===== src/rtl/cpu_mem_pkg.sv =====
// Shared types and helpers for the cache-to-main-memory refill path.
package cpu_mem_pkg;

  typedef enum logic [1:0] {IDLE, XFER, DONE} state_t;

  typedef enum logic {OWN_D = 1'b0, OWN_I = 1'b1} owner_t;

  // Clears the word-in-line and byte offset bits of a line address.
  function automatic logic [31:0] line_base(input logic [31:0] addr, input int line_words);
    logic [31:0] mask;
    mask = 32'(line_words) * 32'd4 - 32'd1;
    return addr & ~mask;
  endfunction

endpackage


===== src/rtl/mem_arb_pick.sv =====
// Two-way requester chooser: fixed D priority or round-robin against the last grant.
module mem_arb_pick
  import cpu_mem_pkg::*;
#(
  parameter bit DCACHE_PRIO = 1'b1
) (
  input  logic   d_req,
  input  logic   i_req,
  input  owner_t last_grant,
  output logic   grant_valid,
  output owner_t grant_owner
);

  always_comb begin
    grant_valid = d_req | i_req;
    grant_owner = OWN_D;
    if (d_req && i_req) begin
      // A tie in round-robin mode goes to whoever was not served last.
      if (!DCACHE_PRIO && last_grant == OWN_D) grant_owner = OWN_I;
    end else if (i_req) begin
      grant_owner = OWN_I;
    end
  end

endmodule


===== src/rtl/mem_refill_arbiter.sv =====
// Shares one word-wide memory port between the D-cache miss engine and I-fetch refill,
// moving one full line per grant and signalling completion with a one-cycle done pulse.
module mem_refill_arbiter
  import cpu_mem_pkg::*;
#(
  parameter int LINE_WORDS  = 8,
  parameter bit DCACHE_PRIO = 1'b1
) (
  input  logic        clk,
  input  logic        rst,
  input  logic        d_req,
  input  logic        d_we,
  input  logic [31:0] d_addr,
  input  logic [31:0] d_wdata,
  output logic        d_wready,
  output logic [31:0] d_rdata,
  output logic        d_rvalid,
  output logic        d_done,
  input  logic        i_req,
  input  logic [31:0] i_addr,
  output logic [31:0] i_rdata,
  output logic        i_rvalid,
  output logic        i_done,
  output logic        mem_req,
  output logic        mem_we,
  output logic [31:0] mem_addr,
  output logic [31:0] mem_wdata,
  input  logic [31:0] mem_rdata,
  input  logic        mem_ack,
  output logic        busy
);

  localparam int BEAT_W = $clog2(LINE_WORDS);

  state_t              state;
  owner_t              owner;
  owner_t              last_grant;
  logic                owner_we;
  logic [31:0]         base;
  logic [BEAT_W-1:0]   beat;
  logic                grant_valid;
  owner_t              grant_owner;

  mem_arb_pick #(
    .DCACHE_PRIO(DCACHE_PRIO)
  ) u_pick (
    .d_req      (d_req),
    .i_req      (i_req),
    .last_grant (last_grant),
    .grant_valid(grant_valid),
    .grant_owner(grant_owner)
  );

  always_ff @(posedge clk or negedge rst) begin
    if (!rst) begin
      state      <= IDLE;
      owner      <= OWN_D;
      last_grant <= OWN_I;
      owner_we   <= 1'b0;
      base       <= '0;
      beat       <= '0;
    end else begin
      case (state)
        IDLE: begin
          if (grant_valid) begin
            owner    <= grant_owner;
            owner_we <= (grant_owner == OWN_D) && d_we;
            base     <= line_base((grant_owner == OWN_D) ? d_addr : i_addr, LINE_WORDS);
            beat     <= '0;
            state    <= XFER;
          end
        end
        XFER: begin
          if (mem_ack) begin
            beat <= beat + 1'b1;
            if (beat == BEAT_W'(LINE_WORDS - 1)) state <= DONE;
          end
        end
        DONE: begin
          last_grant <= owner;
          state      <= IDLE;
        end
        default: state <= IDLE;
      endcase
    end
  end

  logic xfer;
  logic ack;
  logic own_d;

  assign xfer  = (state == XFER);
  assign ack   = xfer && mem_ack;
  assign own_d = (owner == OWN_D);

  // The beat index fills the offset bits directly, so the address wraps inside the line.
  assign mem_req   = xfer;
  assign mem_we    = xfer && owner_we;
  assign mem_addr  = xfer ? (base | {{(30 - BEAT_W){1'b0}}, beat, 2'b00}) : 32'h0;
  assign mem_wdata = (xfer && own_d) ? d_wdata : 32'h0;

  assign d_wready = ack && owner_we;
  assign d_rvalid = ack && own_d && !owner_we;
  assign i_rvalid = ack && !own_d;
  assign d_rdata  = d_rvalid ? mem_rdata : 32'h0;
  assign i_rdata  = i_rvalid ? mem_rdata : 32'h0;

  assign d_done = (state == DONE) && own_d;
  assign i_done = (state == DONE) && !own_d;
  assign busy   = (state != IDLE);

endmodule


===== config.mk =====
export PLATFORM = sky130hd
export DESIGN_NAME = mem_refill_arbiter
export DESIGN_NICKNAME = d
export VERILOG_FILES = /design/src/rtl/cpu_mem_pkg.sv /design/src/rtl/mem_arb_pick.sv /design/src/rtl/mem_refill_arbiter.sv
export SDC_FILE = /design/constraint.sdc
export NUM_CORES = 1
export LEC_CHECK = 0
export CAP_MARGIN = 20
export CORE_AREA = 2 2 105 107
export DETAILED_ROUTE_END_ITERATION = 8
export DIE_AREA = 0 0 107 109
export PLACE_DENSITY = 0.7
export SLEW_MARGIN = 30
export SYNTH_ARGS = -nofsm -noshare
export SYNTH_HDL_FRONTEND = slang
export SYNTH_SLANG_ARGS = --single-unit

===== constraint.sdc =====
create_clock -name clk -period 2.5 [get_ports clk]
set_input_delay 0.5 -clock clk [delete_from_list [all_inputs] [get_ports clk]]
set_output_delay 0.5 -clock clk [all_outputs]
set_load 0.02 [all_outputs]

# After elaboration in Yosys (flattened, before gate mapping)
# Cells that the tools add are included.
# word_totals
regBits,34
in_bits,134
output_inout_bits,136
wordCells,48
# op_classes
add_sub_neg,1
n_eq_ne,6
mux,14
n_bitwise,4
reduce_logical,18
# op_table
cell,count
two-way mux 32 bit,5
OR 32 x 5 -> 32 bit,1
logical AND 1 bit,11
two-way mux 2 bit,3
two-way mux 3 bit,2
one-hot mux 3 bit (2 select lines),1
AND reduction 3 bit,2
"inequality test 2 bit, second input constant",2
one-hot mux 2 bit (2 select lines),1
nonzero test 2 bit,2
"adder 3 x 1 -> 3 bit, second input constant",1
"== test 3 bit, second input constant",1
"== test 2 x 1 -> 1 bit, second input constant",1
"== test 2 bit, second input constant",1
zero test 2 bit,1
two-way mux 1 bit,2
"inequality test 2 x 1 -> 1 bit, second input constant",1
inverter 1 bit,2
AND reduction 2 bit,1
zero test 1 bit,1
OR 1 bit,1

# Logic depth before layout (Yosys ltp)
# Gate-level depths: netlist of run 1.
# depth
word_depth,5
ltp_mapped,6
ltp_nobuf,5

# Hierarchy
# A second synthesis of run 1 with hierarchy kept.
# hier_totals
hier_cells,312
area_unflattened_um2,2906.5
# by_module_without_submodules
mod,n_inst,cells_per_inst,area_per_inst_um2,seq_area_each_um2
mem_refill_arbiter,1,310,2894.0,877.1
mem_arb_pick,1,2,12.5,0.0

# Worst setup path before layout of run 1
# No wires, ideal clock.
# synth_timing
kind,input -> output
start,in mem_ack
end,out d_rdata[22]
arrival_time_ns,1.321
t_required_ns,2.000
setup_slack_ns,0.679
cell_stages,4
path_buffers,1
cell_sequence,nand3b_1 nor3_2 buf_2 and2_1
# synth_via
elab_chain_cells,4
# synth_rtl
item,line_no,source
start: declaration,mem_refill_arbiter.sv:29,"input logic mem_ack,"
logical AND 1 bit,mem_refill_arbiter.sv:93,assign ack = xfer && mem_ack;
logical AND 1 bit (2 in series),mem_refill_arbiter.sv:103,assign d_rvalid = ack && own_d && !owner_we;
net d_rvalid,mem_refill_arbiter.sv:17,"output logic d_rvalid,"
two-way mux 32 bit,mem_refill_arbiter.sv:105,assign d_rdata = d_rvalid ? mem_rdata : 32'h0;
end: declaration,mem_refill_arbiter.sv:16,"output logic [31:0] d_rdata,"
# The timed path passes the listed nets, and every way through them passes these cells.

# Final worst setup path of run 1
# layout_timing
start,reg state[0]
end,out mem_addr[31]
# layout_via
elab_chain_cells,2
# layout_rtl
item,line_no,source
start: declaration,mem_refill_arbiter.sv:35,state_t state;
start signal: assignment,mem_refill_arbiter.sv:56,state <= IDLE;
start signal: assignment,mem_refill_arbiter.sv:70,state <= XFER;
start signal: assignment,mem_refill_arbiter.sv:76,if (beat == BEAT_W'(LINE_WORDS - 1)) state <= DONE;
== test 2 x 1 -> 1 bit,mem_refill_arbiter.sv:92,assign xfer = (state == XFER);
two-way mux 32 bit,mem_refill_arbiter.sv:99,"assign mem_addr = xfer ? (base | {{(30 - BEAT_W){1'b0}}, beat, 2'b00}) : 32'h0;"
end: declaration,mem_refill_arbiter.sv:26,"output logic [31:0] mem_addr,"
# No other way between the ends.

==> results.cfg, run 1 <==
[grt]
grt_max_degree = 35
grt_first_pass_wirelength_mm = 15.81
antenna_found_initial = 0
first_global_vias = 2945
grt.total_usage = 0.1747
gr-total-overflow = 0

[power]
vdd_drop_max_mv = 0.3740
totalPowerFinal_mw = 4.653
p_leak_nw = 2.642
p_per_area_nw_per_um2 = 859.2

[sta]
min_period_ns = 2.398
hold_viol = 0
worstMarginPinSlew_ns = 0.7827
tns_ns = 0
slew_viol_final = 0
setup_violations = 0
slew_headroom = 0.4782
holdWs_ns = 0.2888
post-route-period-util = 0.9593
skew_ns = 0.003803
max_freq_mhz = 417.0

[synthesis]
syn_inst = 299
ys_seq_area_frac = 0.3365
ys_seq_elements = 34
synth-warning-count = 0
avgSynthCellArea_um2 = 8.457
synth.distinct_cells = 28
syn_area_um2 = 2529

[status]
status = finished, final reports clean

[die]
die_area_um2 = 11660
die_h_um = 109
rows = 38
ioPinCount = 270
die_w_um = 107
initial_utilization = 0.2385
coreArea_um2 = 10600

[drt]
firstDrtPassIters = 6
drt-wirelength-per-cell_um = 15.50
viasPerCell = 4.341
ant_nets = 0
drc_errors = 0
postRouteWirelength_mm = 10.74
route.vias.total = 3008
drt-initial-drc-count = 102

[clock_network]
clock_sinks = 34
cts_tree = done
cts-hold-fix-buffers = 0
cts-buffers-inserted = 5
clk_path_buf_depth = 2
ctsRootBufferMaster = clkbuf_8
clk_pin_slew_ns = 0.07
clock_latency_ns = 0.28
htree_num_levels = 2

[critical_path]
crit_slowest_cell = clkdlybuf4s50_1
crit_path_cell_trace = nor2b_2, buf_6, and2_1, clkdlybuf4s50_1
criticalPathCategory = reg2out
worst_path_largest_cell_delay_ns = 0.61
cp-end-kind = primary output
worst_setup_path_start_kind = flip-flop
ff2ff_setup_slack_ns = 1.00
crit_fanout = 23
cp.required_ns = 2.00
worst_r2r_path_depth = 5
critPathArrivalTime_ns = 1.90

[layout]
finalInstanceArea_um2 = 5415
utilization = 0.5107
layout.nets = 688
drive_gt1_frac = 0.1103
n_fill_cell = 1072
diodes = 0
syn2layout_area_growth_pct = 114.2

[place]
hpwlAfterDp_mm = 8.728
port_buffers = 257
gp_congestion = 0.8331
dpl_cell_area_um2 = 5283

[min_path]
hold_path_class = in2async

[job]
cap_violations = 0
per-stage QoR:
| step | cells | setup WS, ns |
|---|---|---|
| after floorplan | 300 | 0.6791 |
| after global placement | 683 | -0.3198 |
| after detailed placement | 683 | -0.3464 |
| after CTS | 691 | 0.003444 |
| after global routing | 693 | -0.002907 |
| final | 693 | 0.1016 |
state kept, by name (all words and copies together) (netlist names):
name / count
base: 27
beat: 3
state: 2
owner: 1
owner_we: 1
cells in the mapped netlist:
cell type	count	area share
o21ai_0	44	0.087
buf_6	3	0.013
and2_1	127	0.31
nor3b_1	1	0.0030
and3_1	3	0.0074
ha_1	2	0.0099
nor2_1	1	0.0015
a32o_1	1	0.0040
nor2b_1	1	0.0025
inv_2	1	0.0015
dfrtp_1	34	0.34
o21ai_1	14	0.028
clkbuf_1	6	0.0089
nand3b_1	1	0.0030
and2b_1	1	0.0030
conb_1	1	0.0015
a21oi_1	2	0.0040
buf_2	8	0.016
nand2_1	3	0.0045
nor2b_2	1	0.0035
clkbuf_2	7	0.014
inv_1	2	0.0030
nor2_2	1	0.0025
mux2i_1	28	0.11
nand3_1	2	0.0040
nor3_2	1	0.0040
and3b_1	1	0.0035
buf_4	2	0.0059
critical path, delay by kind of cell (launching register included):
kind | cells | cell delay, ns
buffers and inverters | 2 | 0.81
flip-flops | 1 | 0.41
AND/OR/NAND/NOR | 2 | 0.39
what timing repair did:
action / CTS / global route
setup endpoints to repair: 99 / 55
setup buffers: 0 / 1
hold endpoints to repair: 0 / 0
pin swaps: 0 / 2
cloned: 0 / 1
resized for setup: 163 / 19
cell families (layout without fill, tap and decap cells):
family                   count (synthesis)  count (layout)  share of synthesized area
AO/OA/AOI/OAI                           61              61                     0.1227
adder cells (fa/ha/maj)                  2               2                   0.009895
buffers and inverters                   29             282                    0.06234
flip-flops                              34              34                     0.3365
multiplexers                            28              28                     0.1108
other                                    1               2                   0.001483
AND/OR/NAND/NOR                        144             144                     0.3563
routing by layer:
layer | vias up | GRT usage | wire length [µm]
met3 | 8 | 0.05081 | 989
met4 | 0 | 0.04360 | 115
met5 | - | 0 | 0
met1 | 1373 | 0.1947 | 4049
met2 | 142 | 0.3262 | 5584
li1 | 1485 | - | -
final cells by class:
class                   instances  area [µm²]  area share
clock inverters                 1       5.005   0.0009242
clock buffers                   7       86.33     0.01594
well taps                     140       175.2     0.03235
multi-input cells             237        1544      0.2851
inverters                       3       11.26    0.002079
flip-flops and latches         34       850.8      0.1571
repair buffers                271        2743      0.5065
layout by cell type, fill, tap and decap left out, types with 2 or more instances in the layout:
master and instances:
clkdlybuf4s50_1 140, inv_1 2, buf_12 4, o21ai_0 44, buf_4 8, conb_1 2, nand3_1 2, and3_1 3
ha_1 2, clkdlybuf4s15_2 32, mux2i_1 28, nand2_1 3, clkbuf_8 6, dlygate4sd2_1 67, a21oi_1 2, nor2_2 2
o21ai_1 13, dlymetal6s2s_1 17, dfrtp_1 34, and2_1 127
power by group:
part	switching [mW]	internal (mW)	total (mW)
clock network	0.195	0.222	0.417
logic	1.75	1.55	3.30
registers	0.132	0.800	0.932
worst paths after layout:
kind	to	startpoint
worst min register to register	beat[0]$_DFFE_PN0P_	beat[0]$_DFFE_PN0P_
max in group asynchronous	base[24]$_DFFE_PN0P_	rst
worst min-delay path	base[7]$_DFFE_PN0P_	rst
worst max register to register	beat[1]$_DFFE_PN0P_	state[1]$_DFFE_PN0P_
worst max-delay path	mem_addr[31]	state[0]$_DFFE_PN0P_
min in group clk	beat[0]$_DFFE_PN0P_	beat[0]$_DFFE_PN0P_
(Power assumes the default switching activity.)
==> run 2, diff against run 1 <==
PLACE_DENSITY = default   (was 0.7)
PLACE_DENSITY_LB_ADDON = 0.15   (was default)
==> run 2 against run 1 <==
  * Routed wire length shrank 4.1%
  * Utilization shrank 3.5 points
  * Die area is the same
  * Critical path depth is the same
  * Largest cell class unchanged
==> results.cfg, run 2 (synthesized netlist as in run 1, its figures left out) <==
[layout]
layout.nets = 687
drive_gt1_frac = 0.1649
regMostFlops = base
final_cell_mix = 153 x clkdlybuf4s50_1, 127 x and2_1, 63 x clkbuf_2, 44 x o21ai_0, 34 x dfrtp_1
largest_reg_flops = 27
reg_top3 = base x27, beat x3, state x2
finalInstanceArea_um2 = 5049
instances_no_fill = 692
diodes = 0
mostFrequentLayoutCell = clkdlybuf4s50_1
syn2layout_area_growth_pct = 99.65

[critical_path]
crit_path_cell_trace = nor2b_4, buf_8, and2_1, clkdlybuf4s50_1
worst_path_largest_cell_delay_ns = 0.62
criticalPathCategory = reg2out
cp-end-kind = primary output
crit_slowest_cell = clkdlybuf4s50_1
critPathArrivalTime_ns = 1.88
cp.required_ns = 2.00
crit_fanout = 27
worst_setup_path_start_kind = flip-flop

[drt]
drt-wirelength-per-cell_um = 14.88
drt-initial-drc-count = 94
viasPerCell = 4.288
postRouteWirelength_mm = 10.30
firstDrtPassIters = 4
drc_errors = 0
route.vias.total = 2967
ant_nets = 0

[grt]
grt.total_usage = 0.1650
first_global_vias = 2792
antenna_found_initial = 1
gr-total-overflow = 0
grt_first_pass_wirelength_mm = 15.22
grt_max_degree = 35

[power]
p_leak_nw = 2.401
switching_share = 0.4510
totalPowerFinal_mw = 4.537
p_per_area_nw_per_um2 = 898.7
p_clk_frac = 0.091
p_sw_mw = 2.046
p_seq_frac = 0.204
vdd_drop_max_mv = 0.3863
internal_power_mw = 2.491
p_comb_frac = 0.704

[sta]
worstMarginPinSlew_ns = 0.7831
max_freq_mhz = 419.3
post-route-period-util = 0.9540
setup_violations = 0
skew_ns = 0.005509
min_period_ns = 2.385
slew_viol_final = 0
slew_headroom = 0.4780
hold_viol = 0
fin_ws_ns = 0.1151

[die]
rows = 38
initial_utilization = 0.2385
die_area_um2 = 11660
die_w_um = 107
die_h_um = 109
coreArea_um2 = 10600
ioPinCount = 270

[place]
dpl_cell_area_um2 = 5288
gp_congestion = 0.7567
dp_cells = 684
port_buffers = 257
hpwlAfterDp_mm = 8.292
pre_cts_ws_ns = -0.3016

[status]
status = finished, final reports clean

[job]
cap_violations = 0

[clock_network]
clk_pin_slew_ns = 0.07
clock_latency_ns = 0.28
clock_sinks = 34
cts-buffers-inserted = 5
post-cts-setup-buffers = 0
htree_num_levels = 2
cts_tree = done
clk_path_buf_depth = 2
ctsRootBufferMaster = clkbuf_8
cts-hold-fix-buffers = 0

[min_path]
hold_path_class = in2async
==> run 2: cell types whose count changed in the layout (fill, tap and decap cells not counted), sizes merged <==
cell	previous run	this run
buf	14	15
clkbuf	8	70
clkdlybuf4s15	32	1
clkdlybuf4s50	140	153
dlygate4sd2	67	33
dlymetal6s2s	17	5
==> run 2: area by class of cell <==
class	count	area (µm²)
fillers	1059	5554
flip-flops and latches	34	850.8
multi-input cells	237	1546
clock buffers	7	86.33
clock inverters	1	5.005
inverters	3	11.26
well taps	140	175.2
repair buffers	270	2374
==> run 2: worst paths after layout <==
| path | startpoint | end | slack (ns) | depth (start not counted) |
|---|---|---|---|---|
| worst min register to register | base[26]$_DFFE_PN0P_ | base[26]$_DFFE_PN0P_ | 0.50 | 2 |
| worst max register to register | state[1]$_DFFE_PN0P_ | beat[0]$_DFFE_PN0P_ | 0.95 | 5 |
| min in group clk | base[26]$_DFFE_PN0P_ | base[26]$_DFFE_PN0P_ | 0.50 | 2 |
| worst max-delay path | state[0]$_DFFE_PN0P_ | mem_addr[13] | 0.12 | 4 |
| max in group asynchronous | rst | base[25]$_DFFE_PN0P_ | 1.71 | 1 |
| worst min-delay path | rst | base[29]$_DFFE_PN0P_ | 0.29 | 1 |
==> run 2: what timing repair did <==
item	CTS	global route
endpoints found under the setup margin	116	89
gates resized for setup	107	130
pin swaps	0	0
==> run 2: power by group through the flow <==
stage / Combinational, mW / Clock, mW / Sequential [mW]
after CTS: 3.28 / 0.432 / 0.923
final: 3.20 / 0.415 / 0.926
after floorplan: 1.80 / 0 / 0.894
after detailed placement: 3.52 / 0 / 0.934
after global routing: 3.44 / 0.461 / 0.962
after global placement: 3.51 / 0 / 0.920
==> run 2: worst max-delay path: cells and delay by family (launching register included) <==
kind / cells / cell delay, ns
buf+inv: 2 / 0.82
simple gates: 2 / 0.37
flops: 1 / 0.41
==> run 2: stage by stage <==
stage | util | hold WS (ns) | TNS (ns)
3_5_place_dp | 0.4987 | 0.4883 | -16.62
6_report | 0.4762 | 0.2936 | 0
3_3_place_gp | 0.4987 | 0.4815 | -15.36
4_1_cts | 0.4971 | 0.3121 | 0
5_1_grt | 0.4762 | 0.3436 | -0.003549
2_1_floorplan | - | 0.2044 | 0
==> run 2: layer usage <==
metal / vias to the layer above / global-route usage / routed length (µm)
li1: 1488 / - / -
met1: 1330 / 0.1906 / 4022
met2: 137 / 0.2957 / 5072
met3: 10 / 0.05738 / 1090
met4: 2 / 0.03525 / 101
met5: - / 0 / 12
==> run 3, diff against run 2 <==
SLEW_MARGIN = 15   (was 30)
==> results of run 3 <==
The final DEF is identical to that of run 2; final timing and power are the same.
